## src/rtl/play_record_arbiter_pkg.sv

```systemverilog
`default_nettype none
// ============================================================================
// Module   : play_record_arbiter_pkg
// Purpose  : Shared record type, depth constants and helpers for the play table
// Revision : 1.0
// ============================================================================
package play_record_arbiter_pkg;

  typedef struct packed {
    logic [15:0] score;
    logic [7:0]  level;
    logic [7:0]  lines;
  } PlayRecord;

  localparam int RECORD_DEPTH = 9;
  localparam int COUNT_W      = $clog2(RECORD_DEPTH + 1);

  // IDs travel as raw bytes; the arbiter compares them unsigned so 128..255 miss
  typedef byte RecordId;

  localparam PlayRecord NO_RECORD = '0;

  function automatic logic [COUNT_W-1:0] sat_inc(input logic [COUNT_W-1:0] c,
                                                 input int lim);
    return (int'(c) >= lim) ? c : c + 1'b1;
  endfunction

endpackage
`default_nettype wire

```

## src/rtl/play_record_arbiter_if.sv

```systemverilog
`default_nettype none
// ============================================================================
// Module   : play_record_arbiter_if
// Purpose  : Page-side bus for the play record table (one writer, NREQ readers)
// Revision : 1.0
// ============================================================================
interface play_record_arbiter_if #(
  parameter int NREQ = 2,
  parameter int CW   = play_record_arbiter_pkg::COUNT_W
);
  import play_record_arbiter_pkg::*;

  logic                     clr;
  logic                     wr_req;
  PlayRecord                wr_data;
  logic                     wr_ack;
  logic [NREQ-1:0]          rd_req;
  logic [NREQ-1:0][7:0]     rd_id;
  logic [NREQ-1:0]          rd_gnt;
  logic [NREQ-1:0]          rd_valid;
  logic                     rd_hit;
  PlayRecord                rd_data;
  logic [CW-1:0]            count;

  modport master (
    output clr, wr_req, wr_data, rd_req, rd_id,
    input  wr_ack, rd_gnt, rd_valid, rd_hit, rd_data, count
  );

  modport slave (
    input  clr, wr_req, wr_data, rd_req, rd_id,
    output wr_ack, rd_gnt, rd_valid, rd_hit, rd_data, count
  );

endinterface
`default_nettype wire

```

## src/rtl/play_record_arbiter_rr_arbiter.sv

```systemverilog
`default_nettype none
// ============================================================================
// Module   : rr_arbiter
// Purpose  : Round-robin one-hot arbiter with enable and rotating start pointer
// Revision : 1.0
// ============================================================================
module rr_arbiter
  import play_record_arbiter_pkg::*;
#(
  parameter  int N  = 2,
  localparam int IW = (N > 1) ? $clog2(N) : 1
) (
  input  wire logic          clk,
  input  wire logic          rst_n,
  input  wire logic          en,
  input  wire logic [N-1:0]  req,
  output logic      [N-1:0]  gnt,
  output logic      [IW-1:0] gnt_idx,
  output logic               any
);

  logic [IW-1:0] r_ptr;

  function automatic logic [IW-1:0] wrap_idx(input int v);
    return IW'(v % N);
  endfunction

  // Scan from the pointer; the first asserted request wins
  always_comb begin
    gnt     = '0;
    gnt_idx = '0;
    any     = 1'b0;
    for (int k = 0; k < N; k++) begin
      if (en && !any && req[wrap_idx(int'(r_ptr) + k)]) begin
        any                                 = 1'b1;
        gnt[wrap_idx(int'(r_ptr) + k)]      = 1'b1;
        gnt_idx                             = wrap_idx(int'(r_ptr) + k);
      end
    end
  end

  always_ff @(posedge clk or negedge rst_n) begin
    if (!rst_n) begin
      r_ptr <= '0;
    end else if (any) begin
      r_ptr <= (gnt_idx == IW'(N - 1)) ? '0 : gnt_idx + 1'b1;
    end
  end

endmodule
`default_nettype wire

```

## src/rtl/play_record_arbiter.sv

```systemverilog
`default_nettype none
// ============================================================================
// Module   : play_record_arbiter
// Purpose  : Ring table of recent play records; write-priority, RR read access
// Revision : 1.0
// ============================================================================
module play_record_arbiter
  import play_record_arbiter_pkg::*;
#(
  parameter int DEPTH = RECORD_DEPTH,
  parameter int NREQ  = 2
) (
  input  wire logic              prog_clk,
  input  wire logic              rst,
  play_record_arbiter_if.slave   bus
);

  localparam int HW = (DEPTH > 1) ? $clog2(DEPTH) : 1;
  localparam int CW = COUNT_W;
  localparam int SW = CW + 1;
  localparam int IW = (NREQ > 1) ? $clog2(NREQ) : 1;

  PlayRecord       r_table [DEPTH];
  logic [HW-1:0]   r_head;
  logic [CW-1:0]   r_count;
  logic [NREQ-1:0] r_valid;
  logic            r_hit;
  PlayRecord       r_data;

  logic            w_wr_go;
  logic            w_rd_en;
  logic [NREQ-1:0] w_gnt;
  logic [IW-1:0]   w_gnt_idx;
  logic            w_any;
  logic [7:0]      w_sel_id;
  logic            w_hit;
  logic [CW-1:0]   w_id_lo;
  logic [SW-1:0]   w_sum;
  logic [HW-1:0]   w_slot;

  // Handshake outputs are combinational, so gate them with reset too
  assign w_wr_go = rst & bus.wr_req & ~bus.clr;
  assign w_rd_en = rst & ~bus.clr & ~bus.wr_req;

  rr_arbiter #(.N(NREQ)) u_rr (
    .clk     (prog_clk),
    .rst_n   (rst),
    .en      (w_rd_en),
    .req     (bus.rd_req),
    .gnt     (w_gnt),
    .gnt_idx (w_gnt_idx),
    .any     (w_any)
  );

  assign w_sel_id = bus.rd_id[w_gnt_idx];
  assign w_hit    = (w_sel_id != 8'd0) && (w_sel_id <= 8'(r_count));
  assign w_id_lo  = w_sel_id[CW-1:0];

  // slot = (head - id + DEPTH) mod DEPTH; only meaningful when w_hit
  assign w_sum  = SW'(r_head) + SW'(DEPTH) - SW'(w_id_lo);
  assign w_slot = (w_sum >= SW'(DEPTH)) ? HW'(w_sum - SW'(DEPTH)) : HW'(w_sum);

  always_ff @(posedge prog_clk or negedge rst) begin
    if (!rst) begin
      r_head  <= '0;
      r_count <= '0;
      for (int i = 0; i < DEPTH; i++) r_table[i] <= NO_RECORD;
    end else if (bus.clr) begin
      r_head  <= '0;
      r_count <= '0;
      for (int i = 0; i < DEPTH; i++) r_table[i] <= NO_RECORD;
    end else if (w_wr_go) begin
      r_table[r_head] <= bus.wr_data;
      r_head          <= (r_head == HW'(DEPTH - 1)) ? '0 : r_head + 1'b1;
      r_count         <= sat_inc(r_count, DEPTH);
    end
  end

  always_ff @(posedge prog_clk or negedge rst) begin
    if (!rst) begin
      r_valid <= '0;
      r_hit   <= 1'b0;
      r_data  <= NO_RECORD;
    end else begin
      r_valid <= w_gnt;
      r_hit   <= w_any & w_hit;
      r_data  <= (w_any && w_hit) ? r_table[w_slot] : NO_RECORD;
    end
  end

  assign bus.wr_ack   = w_wr_go;
  assign bus.rd_gnt   = w_gnt;
  assign bus.rd_valid = r_valid;
  assign bus.rd_hit   = r_hit;
  assign bus.rd_data  = r_data;
  assign bus.count    = r_count;

endmodule
`default_nettype wire

```

## src/flat_wrapper.sv

```systemverilog
// flat-port wrapper written by rule: the top's interface ports become plain ports
module play_record_arbiter_flat import play_record_arbiter_pkg::*;
#(
  parameter int DEPTH = RECORD_DEPTH,
  parameter int NREQ  = 2
)
  (prog_clk, rst, bus_clr, bus_wr_req, bus_wr_data, bus_rd_req, bus_rd_id, bus_wr_ack, bus_rd_gnt, bus_rd_valid, bus_rd_hit, bus_rd_data, bus_count);
  play_record_arbiter_if #(.NREQ(NREQ)) bus_i ();
  input  wire logic prog_clk;
  input  wire logic rst;
  input wire logic [$bits(bus_i.clr)-1:0] bus_clr;
  input wire logic [$bits(bus_i.wr_req)-1:0] bus_wr_req;
  input wire logic [$bits(bus_i.wr_data)-1:0] bus_wr_data;
  input wire logic [$bits(bus_i.rd_req)-1:0] bus_rd_req;
  input wire logic [$bits(bus_i.rd_id)-1:0] bus_rd_id;
  output wire logic [$bits(bus_i.wr_ack)-1:0] bus_wr_ack;
  output wire logic [$bits(bus_i.rd_gnt)-1:0] bus_rd_gnt;
  output wire logic [$bits(bus_i.rd_valid)-1:0] bus_rd_valid;
  output wire logic [$bits(bus_i.rd_hit)-1:0] bus_rd_hit;
  output wire logic [$bits(bus_i.rd_data)-1:0] bus_rd_data;
  output wire logic [$bits(bus_i.count)-1:0] bus_count;
  assign bus_i.clr = bus_clr;
  assign bus_i.wr_req = bus_wr_req;
  assign bus_i.wr_data = bus_wr_data;
  assign bus_i.rd_req = bus_rd_req;
  assign bus_i.rd_id = bus_rd_id;
  assign bus_wr_ack = bus_i.wr_ack;
  assign bus_rd_gnt = bus_i.rd_gnt;
  assign bus_rd_valid = bus_i.rd_valid;
  assign bus_rd_hit = bus_i.rd_hit;
  assign bus_rd_data = bus_i.rd_data;
  assign bus_count = bus_i.count;
  play_record_arbiter #(.DEPTH(DEPTH), .NREQ(NREQ)) u_core (.prog_clk(prog_clk), .rst(rst), .bus(bus_i));
endmodule
```

## config.mk

```make
export PLATFORM = sky130hd
export DESIGN_NAME = play_record_arbiter_flat
export DESIGN_NICKNAME = d
export VERILOG_FILES = /design/src/rtl/play_record_arbiter_pkg.sv /design/src/rtl/play_record_arbiter_if.sv /design/src/rtl/play_record_arbiter_rr_arbiter.sv /design/src/rtl/play_record_arbiter.sv /design/src/flat_wrapper.sv
export SDC_FILE = /design/constraint.sdc
export NUM_CORES = 1
export LEC_CHECK = 0
export ABC_AREA = 1
export BUFFER_PORTS_ARGS = -buffer_cell sky130_fd_sc_hd__buf_4
export CELL_PAD_IN_SITES_DETAIL_PLACEMENT = 1
export CELL_PAD_IN_SITES_GLOBAL_PLACEMENT = 1
export CORE_MARGIN = 8
export CORE_UTILIZATION = 50
export DETAILED_ROUTE_END_ITERATION = 7
export PLACE_DENSITY_LB_ADDON = 0.1
export SYNTH_ARGS = -nofsm -noshare
export SYNTH_HDL_FRONTEND = slang
export SYNTH_SLANG_ARGS = --single-unit
```

## constraint.sdc

```tcl
create_clock -name prog_clk -period 8.5 [get_ports prog_clk]
set_input_delay 1.7 -clock prog_clk [delete_from_list [all_inputs] [get_ports prog_clk]]
set_output_delay 1.7 -clock prog_clk [all_outputs]
set_load 0.1 [all_outputs]
```

# Word level (Yosys, flattened, before mapping)
# Cells that the tools add are included.
[op_classes] addsub=7 multipliers=0 div_mod_pow=0 n_lt_le_gt_ge=11 eq_ne=2 shift=0 muxes=33 bitwise=10 n_reduce_logical=12
[ops] operator="288-bit 2-to-1 mux" n=2
[ops] operator="288-bit bitwise mux" n=1
[ops] operator="32-bit binary-select mux with 4-bit select" n=1
[ops] operator="32-bit demux with 4-bit select" n=1
[ops] operator="32-bit 2-to-1 mux" n=4
[ops] operator="4-bit 2-to-1 mux" n=7
[ops] operator="8-bit 2-to-1 mux" n=2
[ops] operator="1-bit 2-to-1 mux" n=11
[ops] operator="5-bit greater-or-equal comparator (second input constant)" n=2
[ops] operator="4-bit inverter with 5-bit output" n=2
[ops] operator="4-bit by 1-bit adder with 4-bit output (second input constant)" n=2
[ops] operator="8-bit by 4-bit <= comparator with 1-bit output" n=1
[ops] operator="1-bit logical AND" n=8
[ops] operator="8-bit nonzero test" n=1
[ops] operator="1-bit by 2-bit < comparator with 1-bit output (second input constant)" n=3
[ops] operator="4-bit by 4-bit adder with 5-bit output (second input constant)" n=1
[ops] operator="1-bit AND" n=5
[ops] operator="5-bit by 4-bit greater-or-equal comparator with 1-bit output (second input constant)" n=1
[ops] operator="5-bit by 1-bit < comparator with 1-bit output (second input constant)" n=1
[ops] operator="5-bit by 4-bit subtractor with 5-bit output" n=1
[ops] operator="4-bit equality test (second input constant)" n=1
[ops] operator="4-bit greater-or-equal comparator (second input constant)" n=1
[ops] operator="2-bit 2-to-1 mux" n=2
[ops] operator="4-bit subtractor (second input constant)" n=1
[ops] operator="9 further kinds" n=13
[word_totals] register_bits=332 latchBits=0 mem_bits_rw=0 mem_bits_ro=0 input_bits=54 output_inout_bits=42 elab_cells=110 memories=0

# Depth between registers and ports, before layout
# Gate-level depths: netlist of the first run.
[depth] depth_word=19 ltp_mapped=27 ltp_nobuf=24

# Cells and area by module
# From an unflattened synthesis of the first run, not the netlist that was laid out.
[hier_totals] cells_unflattened=1913 hier_area_um2=15851.5
[modules_own_cells] mod="play_record_arbiter" instances=1 cells_each=1899 area_per_inst_um2=15771.4 seq_area_each_um2=8282.9
[modules_own_cells] mod="rr_arbiter" instances=1 cells_each=14 area_per_inst_um2=80.1 seq_area_each_um2=25.0

# Worst setup path after synthesis of the first run
# OpenSTA, ideal clock, no wires.
[synth_timing] path_type="in2out" startpoint="input bus_clr" endpoint="output bus_rd_gnt[0]" arrival_time_ns=3.722 t_required_ns=6.800 slack_ns=3.078 stages=7 path_buffers=1 path_cell_list="buf_2 > inv_2 > nand2_1 > nor2_1 > nand2_2 > inv_2 > nor2_1"
[synth_via] elab_chain_cells=9 elab_cells_between_ends=11 cone_classes="mux: 3; bitwise: 4; reduce/logical: 4"
[synth_lines] element="start, declared" line_no="flat_wrapper.sv:11" text="input wire logic [$bits(bus_i.clr)-1:0] bus_clr;"
[synth_lines] element="1-bit inverter (*)" line_no="play_record_arbiter.sv:43" text="assign w_rd_en = rst & ~bus.clr & ~bus.wr_req;"
[synth_lines] element="1-bit AND (*) (2 in series)" line_no="play_record_arbiter.sv:43"
[synth_lines] element="1-bit logical AND" line_no="play_record_arbiter_rr_arbiter.sv:34" text="if (en && !any && req[wrap_idx(int'(r_ptr) + k)]) begin"
[synth_lines] element="1-bit 2-to-1 mux" line_no="play_record_arbiter_rr_arbiter.sv:34"
[synth_lines] element="1-bit zero test" line_no="play_record_arbiter_rr_arbiter.sv:34"
[synth_lines] element="1-bit logical AND (2 in series)" line_no="play_record_arbiter_rr_arbiter.sv:34"
[synth_lines] element="2-bit 2-to-1 mux (*)" line_no="play_record_arbiter_rr_arbiter.sv:34"
[synth_lines] element="end, declared" line_no="flat_wrapper.sv:17" text="output wire logic [$bits(bus_i.rd_gnt)-1:0] bus_rd_gnt;"
# Every way passes the cells marked *; elsewhere a longest branch is shown, timed or not.

# Final worst setup path of the first run
[layout_timing] startpoint="input bus_clr" endpoint="register u_core.r_data, in the netlist u_core.bus.rd_data[25]"
[layout_via] elab_chain_cells=19 elab_cells_between_ends=26 cone_classes="add/sub: 2; order compare: 2; mux: 11; bitwise: 4; reduce/logical: 7"
[layout_lines] element="1-bit inverter (*)" line_no="play_record_arbiter.sv:43"
[layout_lines] element="1-bit AND (*) (2 in series)" line_no="play_record_arbiter.sv:43"
[layout_lines] element="1-bit logical AND" line_no="play_record_arbiter_rr_arbiter.sv:34"
[layout_lines] element="1-bit 2-to-1 mux" line_no="play_record_arbiter_rr_arbiter.sv:34"
[layout_lines] element="1-bit zero test" line_no="play_record_arbiter_rr_arbiter.sv:34"
[layout_lines] element="1-bit logical AND (2 in series)" line_no="play_record_arbiter_rr_arbiter.sv:34"
[layout_lines] element="1-bit 2-to-1 mux" line_no="play_record_arbiter_rr_arbiter.sv:34"
[layout_lines] element="8-bit 2-to-1 mux (implied by the code) (2 in series)" line_no="play_record_arbiter.sv:55" text="assign w_sel_id = bus.rd_id[w_gnt_idx];"
[layout_lines] element="5-bit by 4-bit subtractor with 5-bit output" line_no="play_record_arbiter.sv:60" text="assign w_sum = SW'(r_head) + SW'(DEPTH) - SW'(w_id_lo);"
[layout_lines] element="4-bit subtractor or 5-bit by 4-bit greater-or-equal comparator with 1-bit output (tied branches)" line_no="play_record_arbiter.sv:61" text="assign w_slot = (w_sum >= SW'(DEPTH)) ? HW'(w_sum - SW'(DEPTH)) : HW'(w_sum);"
[layout_lines] element="4-bit 2-to-1 mux" line_no="play_record_arbiter.sv:61"
[layout_lines] element="4-bit inverter with 5-bit output (implied by the code)" line_no="play_record_arbiter.sv:87" text="r_data <= (w_any && w_hit) ? r_table[w_slot] : NO_RECORD;"
[layout_lines] element="32-bit binary-select mux with 4-bit select" line_no="play_record_arbiter.sv:87"
[layout_lines] element="32-bit 2-to-1 mux (implied by the code) (2 in series)" line_no="play_record_arbiter.sv:87"
[layout_lines] element="32-bit 2-to-1 mux (*)" line_no="play_record_arbiter.sv:87"
[layout_lines] element="end signal, assigned" line_no="play_record_arbiter.sv:87"
[layout_lines] element="end, declared" line_no="play_record_arbiter.sv:28" text="PlayRecord r_data;"
# Every way passes the cells marked *; elsewhere a longest branch is shown, timed or not. The select of a mux whose other input is x is not followed.
# A chain may end at the register's enable or synchronous reset.

==> flow_summary.ini, run 1 <==
[clock_tree]
clk_latency_ns = 0.52
post_cts_resized = 0
clk_pin_slew_ns = 0.06
holdBufCountCts = 0
cts_buffer_depth = 3
cts_root_buf = clkbuf_16
cts_tree = built
cts_buffers = 38
post_cts_buffers = 0
clock_sinks = 332
htree_levels = 2

[placement]
place_area_um2 = 16540
dp.cells = 2255
place_congestion = 0.8055
numPortBuffers = 95
dp_hpwl_um = 29370

[global_routing]
grt_max_degree = 118
grt_pass1_wl_um = 88960
grt_usage_pct = 30.62
antenna_found_initial = 1
gr-total-overflow = 0
grt_pass1_vias = 15590

[critical_path]
r2r_cells = 24
cp.arrival_ns = 6.84
startpoint = bus_clr
worstPathMaxFanout = 117
cp_data_required_time_ns = 8.96
worstSetupEndpointType = flip-flop
start_kind = input port
r2r-end = u_core.bus.rd_data[25]
worstSetupPathType = input port to flip-flop
worstSetupEndpoint = u_core.bus.rd_data[25]
r2r_slack_ns = 3.59
reg2reg_from = u_core.u_rr.r_ptr

[finish]
drive_gt1_share_pct = 10.78
n_antenna_cell = 0
stdcell_count = 2316
nets = 1974
num-fill-cells = 3693
design_area_um2 = 17710
fin_util_pct = 57.76
areaGrowthSynthToFinish_pct = 13.23

[logic_synthesis]
syn_area_per_cell_um2 = 8.313
ys_async_sr_fraction_pct = 100.0
ys_warn_count = 0
synth_most_common_cell = nand3_1
synthTopCellsByCount = 556 x nand3_1, 332 x dfrtp_1, 297 x nand2_1
syn_inst = 1882
synth_top_cell_by_area = dfrtp_1
synth_edf_count = 0
synth_nets = 1957
syn_area_um2 = 15650
ys_seq_area_share_pct = 53.10
synth.distinct_cells = 32
synth_top_cell_area_share_pct = 53.10
ys_seq_elements = 332
synthFlopType = dfrtp_1
synthTopCellsByArea = dfrtp_1 53%, nand3_1 18%, o21ai_0 8.4%

[sta]
max-slew-margin-rel_pct = 17.50
period_share_pct = 75.10
fin_crit_ns = 6.383
clock.fmax_ghz = 0.1567
fin_worst_skew_ns = 0.008718
final-setup-viol-count = 0
worst_slew_pin_slew_ns = 1.236
hold_viol = 0
rsz0062_at_grt = no
setup_tns_ns = 0
drv_slew = 0

[floorplanning]
die_area_um2 = 37210
row_count = 64
fp.dieW_um = 192.9
initial_utilization_pct = 51.01
die_h_um = 192.9
ios = 96
coreArea_um2 = 30670

[worst_hold_path]
hp-class = flip-flop to flip-flop

[routing]
dr.pass1.iters = 6
routedWlPerCell_um = 24.33
met3_length_um = 4332
drtIter0Drc = 1301
highest_layer = met5
routed_via_density = 6.328
drc = 0
routed_wirelength_um = 56340
ant_nets = 0
met2_length_um = 27450
vias = 14660
met1_length_um = 22710

[power]
powerDensity_nw_per_um2 = 226.6
p_leak_nw = 8.178
vdd_drop_max_v = 0.0001380

[flow_run]
cap_viol_max_count = 0

[outcome]
status = completed
## how the worst min path moves through the flow
| stage | start | end | slack [ns] | cells past startpoint |
|---|---|---|---|---|
| finish | u_core.r_table[157] | u_core.r_table[157] | 0.51 | 2 |
| global route | u_core.r_table[81] | u_core.r_table[81] | 0.54 | 2 |
| CTS | u_core.r_table[248] | u_core.r_table[248] | 0.52 | 2 |
| detailed placement | u_core.r_table[131] | u_core.r_table[131] | 0.50 | 2 |
| global placement | u_core.r_table[73] | u_core.r_table[73] | 0.49 | 2 |
| floorplan | u_core.u_rr.r_ptr | u_core.u_rr.r_ptr | 0.45 | 2 |
## cells in the final DEF (no fill, tap or decap), drive strengths merged
master,n
a21boi,1
a21oi,39
buf,126
bufinv,1
clkbuf,52
clkinv,6
clkinvlp,1
dfrtp,332
fa,1
ha,20
inv,138
nand2,302
nand3,558
nand4,3
nor2,27
nor3,2
nor4,2
o21a,2
o21ai,269
o22ai,33
or2,2
xnor2,1
xor2,2
## worst max-delay path, cell delays in order
cell and delay, ns:
buf_4 0.16, inv_8 0.48, nand2_1 0.10, nor2_1 0.18, nand2_2 0.14, nand2_1 0.10
o21a_1 0.13, inv_1 0.06, ha_1 0.27, inv_1 0.05, ha_1 0.21, fa_1 0.46
nand2_1 0.09, inv_2 0.04, nor2_2 0.23, nand2_2 0.14, nand3_4 0.18, nand2_2 0.10
nand2_4 0.60, buf_4 0.74, nand2_1 0.12, nand3_1 0.14, nand3_1 0.09, nand3_1 0.10
nand2_1 0.08, inv_1 0.08
## state kept, by name (all words and copies together), names as in the netlist
| signal | cells |
|---|---|
| u_core.r_head | 4 |
| u_core.u_rr.r_ptr | 1 |
| u_core.bus.rd_data | 32 |
| u_core.bus.rd_hit | 1 |
| u_core.r_table | 288 |
| u_core.bus.rd_valid | 2 |
| u_core.bus.count | 4 |
## where the power goes
part | internal, mW | total (mW) | switching, mW
Sequential | 1.60 | 1.61 | 0.0102
Clock | 0.924 | 1.57 | 0.645
Combinational | 0.205 | 0.839 | 0.634
## area by class of cell
cell class                      instances  area (um2)  area share, %
Tap cell                              396       495.5          2.797
Clock inverter                          9       76.32         0.4309
Timing Repair Buffer                  126       953.4          5.382
Multi-Input combinational cell       1264        6265          35.37
Clock buffer                           52        1095          6.180
Inverter                              137       521.8          2.945
Sequential cell                       332        8308          46.90
## per-stage QoR
step | setup slack (ns) | hold slack (ns) | total power [mW]
after floorplan | 3.078 | 0.4530 | 2.154
after global placement | 1.772 | 0.4946 | 2.434
after detailed placement | 1.591 | 0.5006 | 2.450
after CTS | 2.078 | 0.5160 | 4.017
after global routing | 1.662 | 0.5386 | 4.141
final | 2.117 | 0.5130 | 4.014
## layer usage
metal,vias up,GRT usage (%)
met5,-,0
met4,2,11.37
met3,155,6.072
met2,595,51.73
met1,7498,38.51
li1,6406,-
## cell families (layout without fill, tap and decap cells)
family	after synthesis	count (layout)	share of synthesized area, %
AO/OA/AOI/OAI	344	344	11.36
buffers and inverters	286	324	7.294
flip-flops	332	332	53.10
AND/OR/NAND/NOR	896	896	26.30
XOR/XNOR	3	3	0.2160
adder cells (fa/ha/maj)	21	21	1.727
Note: power is estimated with default switching activity, not from simulation.
==> run 2, diff against run 1 <==
--- a/config.mk
+++ b/config.mk
@@ -10,7 +10,7 @@
 export CELL_PAD_IN_SITES_DETAIL_PLACEMENT = 1
 export CELL_PAD_IN_SITES_GLOBAL_PLACEMENT = 1
 export CORE_MARGIN = 8
-export CORE_UTILIZATION = 50
+export CORE_UTILIZATION = 46
 export DETAILED_ROUTE_END_ITERATION = 7
 export PLACE_DENSITY_LB_ADDON = 0.1
 export SYNTH_ARGS = -nofsm -noshare
==> constraint.sdc (replaced) <==
create_clock -name prog_clk -period 5.9 [get_ports prog_clk]
set_input_delay 1.18 -clock prog_clk [delete_from_list [all_inputs] [get_ports prog_clk]]
set_output_delay 1.18 -clock prog_clk [all_outputs]
set_load 0.1 [all_outputs]
==> run 2 against run 1 <==
Clock power grew 53%. Highest routed layer is now met4. Clock-buffer cell count rose by 4. Combinational power increased by 47%.
==> flow_summary.ini, run 2 (synthesis gave the netlist of run 1 again) <==
[clock_tree]
htree_levels = 2
cts_buffers = 38
clk_latency_ns = 0.53
post_cts_resized = 0
clk_pin_slew_ns = 0.06
cts_tree = built
holdBufCountCts = 0
cts_buffer_depth = 3
post_cts_buffers = 0
cts_root_buf = clkbuf_16
clock_sinks = 332

[critical_path]
start_kind = input port
reg2reg_from = u_core.u_rr.r_ptr
cp_data_required_time_ns = 6.32
worstPathMaxFanout = 64
crit_buf_inv = 7
max_stage_delay_ns = 0.74
critPathTopFamily = simple AND/OR/NAND/NOR gates
worstSetupPathType = input port to flip-flop
worstSetupEndpointType = flip-flop
critical_path.slowest_cell = buf_4
startpoint = bus_clr
crit_top_cell = nand2_1
cp_num_cells = 25
cp.arrival_ns = 5.16
r2r_cells = 23

[routing]
dr.pass1.iters = 5
drtIter0Drc = 1304
drc = 0
vias = 14530
routedWlPerCell_um = 24.03
met1_length_um = 24320
routed_wirelength_um = 57260
highest_layer = met4
met3_length_um = 3548
met2_length_um = 26960
ant_nets = 0
routed_via_density = 6.096

[global_routing]
grt_max_degree = 168
gr-total-overflow = 0
antenna_found_initial = 0
grt_pass1_vias = 15410
grt_pass1_wl_um = 89770
grt_usage_pct = 27.93

[worst_hold_path]
worstHoldPathCells = 2
min_from = u_core.u_rr.r_ptr
hp-class = flip-flop to flip-flop

[sta]
setup_tns_ns = 0
hold_viol = 0
final-setup-viol-count = 0
drv_slew = 0
clock.fmax_ghz = 0.2110
period_share_pct = 80.34
rsz0062_at_grt = no
max-slew-margin-rel_pct = 19.20
fin_crit_ns = 4.740
setup_ws_ns = 1.160
fin_worst_skew_ns = 0.01030
worst_slew_pin_slew_ns = 1.212

[finish]
largest_reg_flops = 288
mostFrequentLayoutCells = 556 x nand3_1, 332 x dfrtp_1, 295 x nand2_1, 264 x o21ai_0, 130 x inv_1
nets = 1982
stdcell_count = 2383
areaGrowthSynthToFinish_pct = 15.15
n_antenna_cell = 0
area.sequential_um2 = 8308
top_register = u_core.r_table
num-fill-cells = 3979
mostFrequentLayoutCell = nand3_1
drive_gt1_share_pct = 11.32
multiInputGateArea_um2 = 6255

[floorplanning]
initial_utilization_pct = 46.66
die_area_um2 = 40170
die_h_um = 200.4
fp.dieW_um = 200.4
coreArea_um2 = 33530
row_count = 67
ios = 96

[outcome]
status = completed

[power]
powerDensity_nw_per_um2 = 329.6
p_leak_nw = 8.297
vdd_drop_max_v = 0.0001873

[placement]
dp_hpwl_um = 29300
numPortBuffers = 95
dp.cells = 2315
dpl_worst_slack_ns = 0.6464
place_congestion = 0.8028

[flow_run]
cap_viol_max_count = 0
[run 2: changes by cell type in the layout (fill, tap and decap cells not counted), moves of 2 or more]
| cell | before | now |
|---|---|---|
| buf_12 | 0 | 7 |
| clkinv_2 | 6 | 10 |
| clkbuf_8 | 7 | 10 |
| clkbuf_16 | 39 | 41 |
| clkinv_1 | 0 | 2 |
| inv_2 | 6 | 4 |
| nand2_1 | 293 | 295 |
| nand2_2 | 7 | 5 |
[run 2: report_power, final]
group | internal, mW | switching (mW) | total (mW)
combinational | 0.320 | 0.908 | 1.23
clock | 1.43 | 0.967 | 2.40
sequential | 2.30 | 0.0139 | 2.31
total | 4.05 | 1.89 | 5.94
[run 2: through the flow]
step | util, % | cell area [um2] | hold slack, ns | total power [mW]
after global placement | 49.94 | 16750 | 0.4753 | 3.544
after detailed placement | 49.94 | 16750 | 0.4878 | 3.565
after global routing | 53.73 | 18020 | 0.5373 | 6.143
final | 53.73 | 18020 | 0.4963 | 5.937
after floorplan | - | 15650 | 0.4530 | 3.103
after CTS | 53.73 | 18020 | 0.5054 | 5.972
[run 2: worst paths after layout]
| path | endpoint | slack, ns |
|---|---|---|
| setup / recovery | u_core.bus.rd_data[21] | 1.16 |
| hold / removal | u_core.u_rr.r_ptr | 0.50 |
| max in group asynchronous | u_core.bus.rd_data[20] | 3.05 |
| hold reg to reg | u_core.u_rr.r_ptr | 0.50 |
| min in group asynchronous | u_core.bus.count[0] | 0.82 |
| setup reg to reg | u_core.bus.rd_data[21] | 1.57 |
[run 2: layout make-up]
type / instances / area share (%)
well taps: 448 / 3.111
multi-input cells: 1264 / 34.72
clock buffers: 56 / 6.563
repair buffers: 134 / 6.112
inverters: 137 / 2.896
clock inverters: 12 / 0.4861
flip-flops and latches: 332 / 46.11
[run 2: worst reg2reg max path, delay by kind of cell, from the launching register on]
| family | cells | cell delay, ns |
|---|---|---|
| flip-flops | 1 | 0.34 |
| buffers and inverters | 6 | 0.98 |
| AND/OR/NAND/NOR | 11 | 1.52 |
| AO/OA/AOI/OAI | 3 | 0.45 |
| adder cells (fa/ha/maj) | 3 | 0.92 |
[run 2: routing by layer]
metal	vias up	GRT usage [%]
li1	6433	-
met1	7444	36.55
met2	488	45.31
met3	162	4.889
met4	0	11.85
met5	-	0
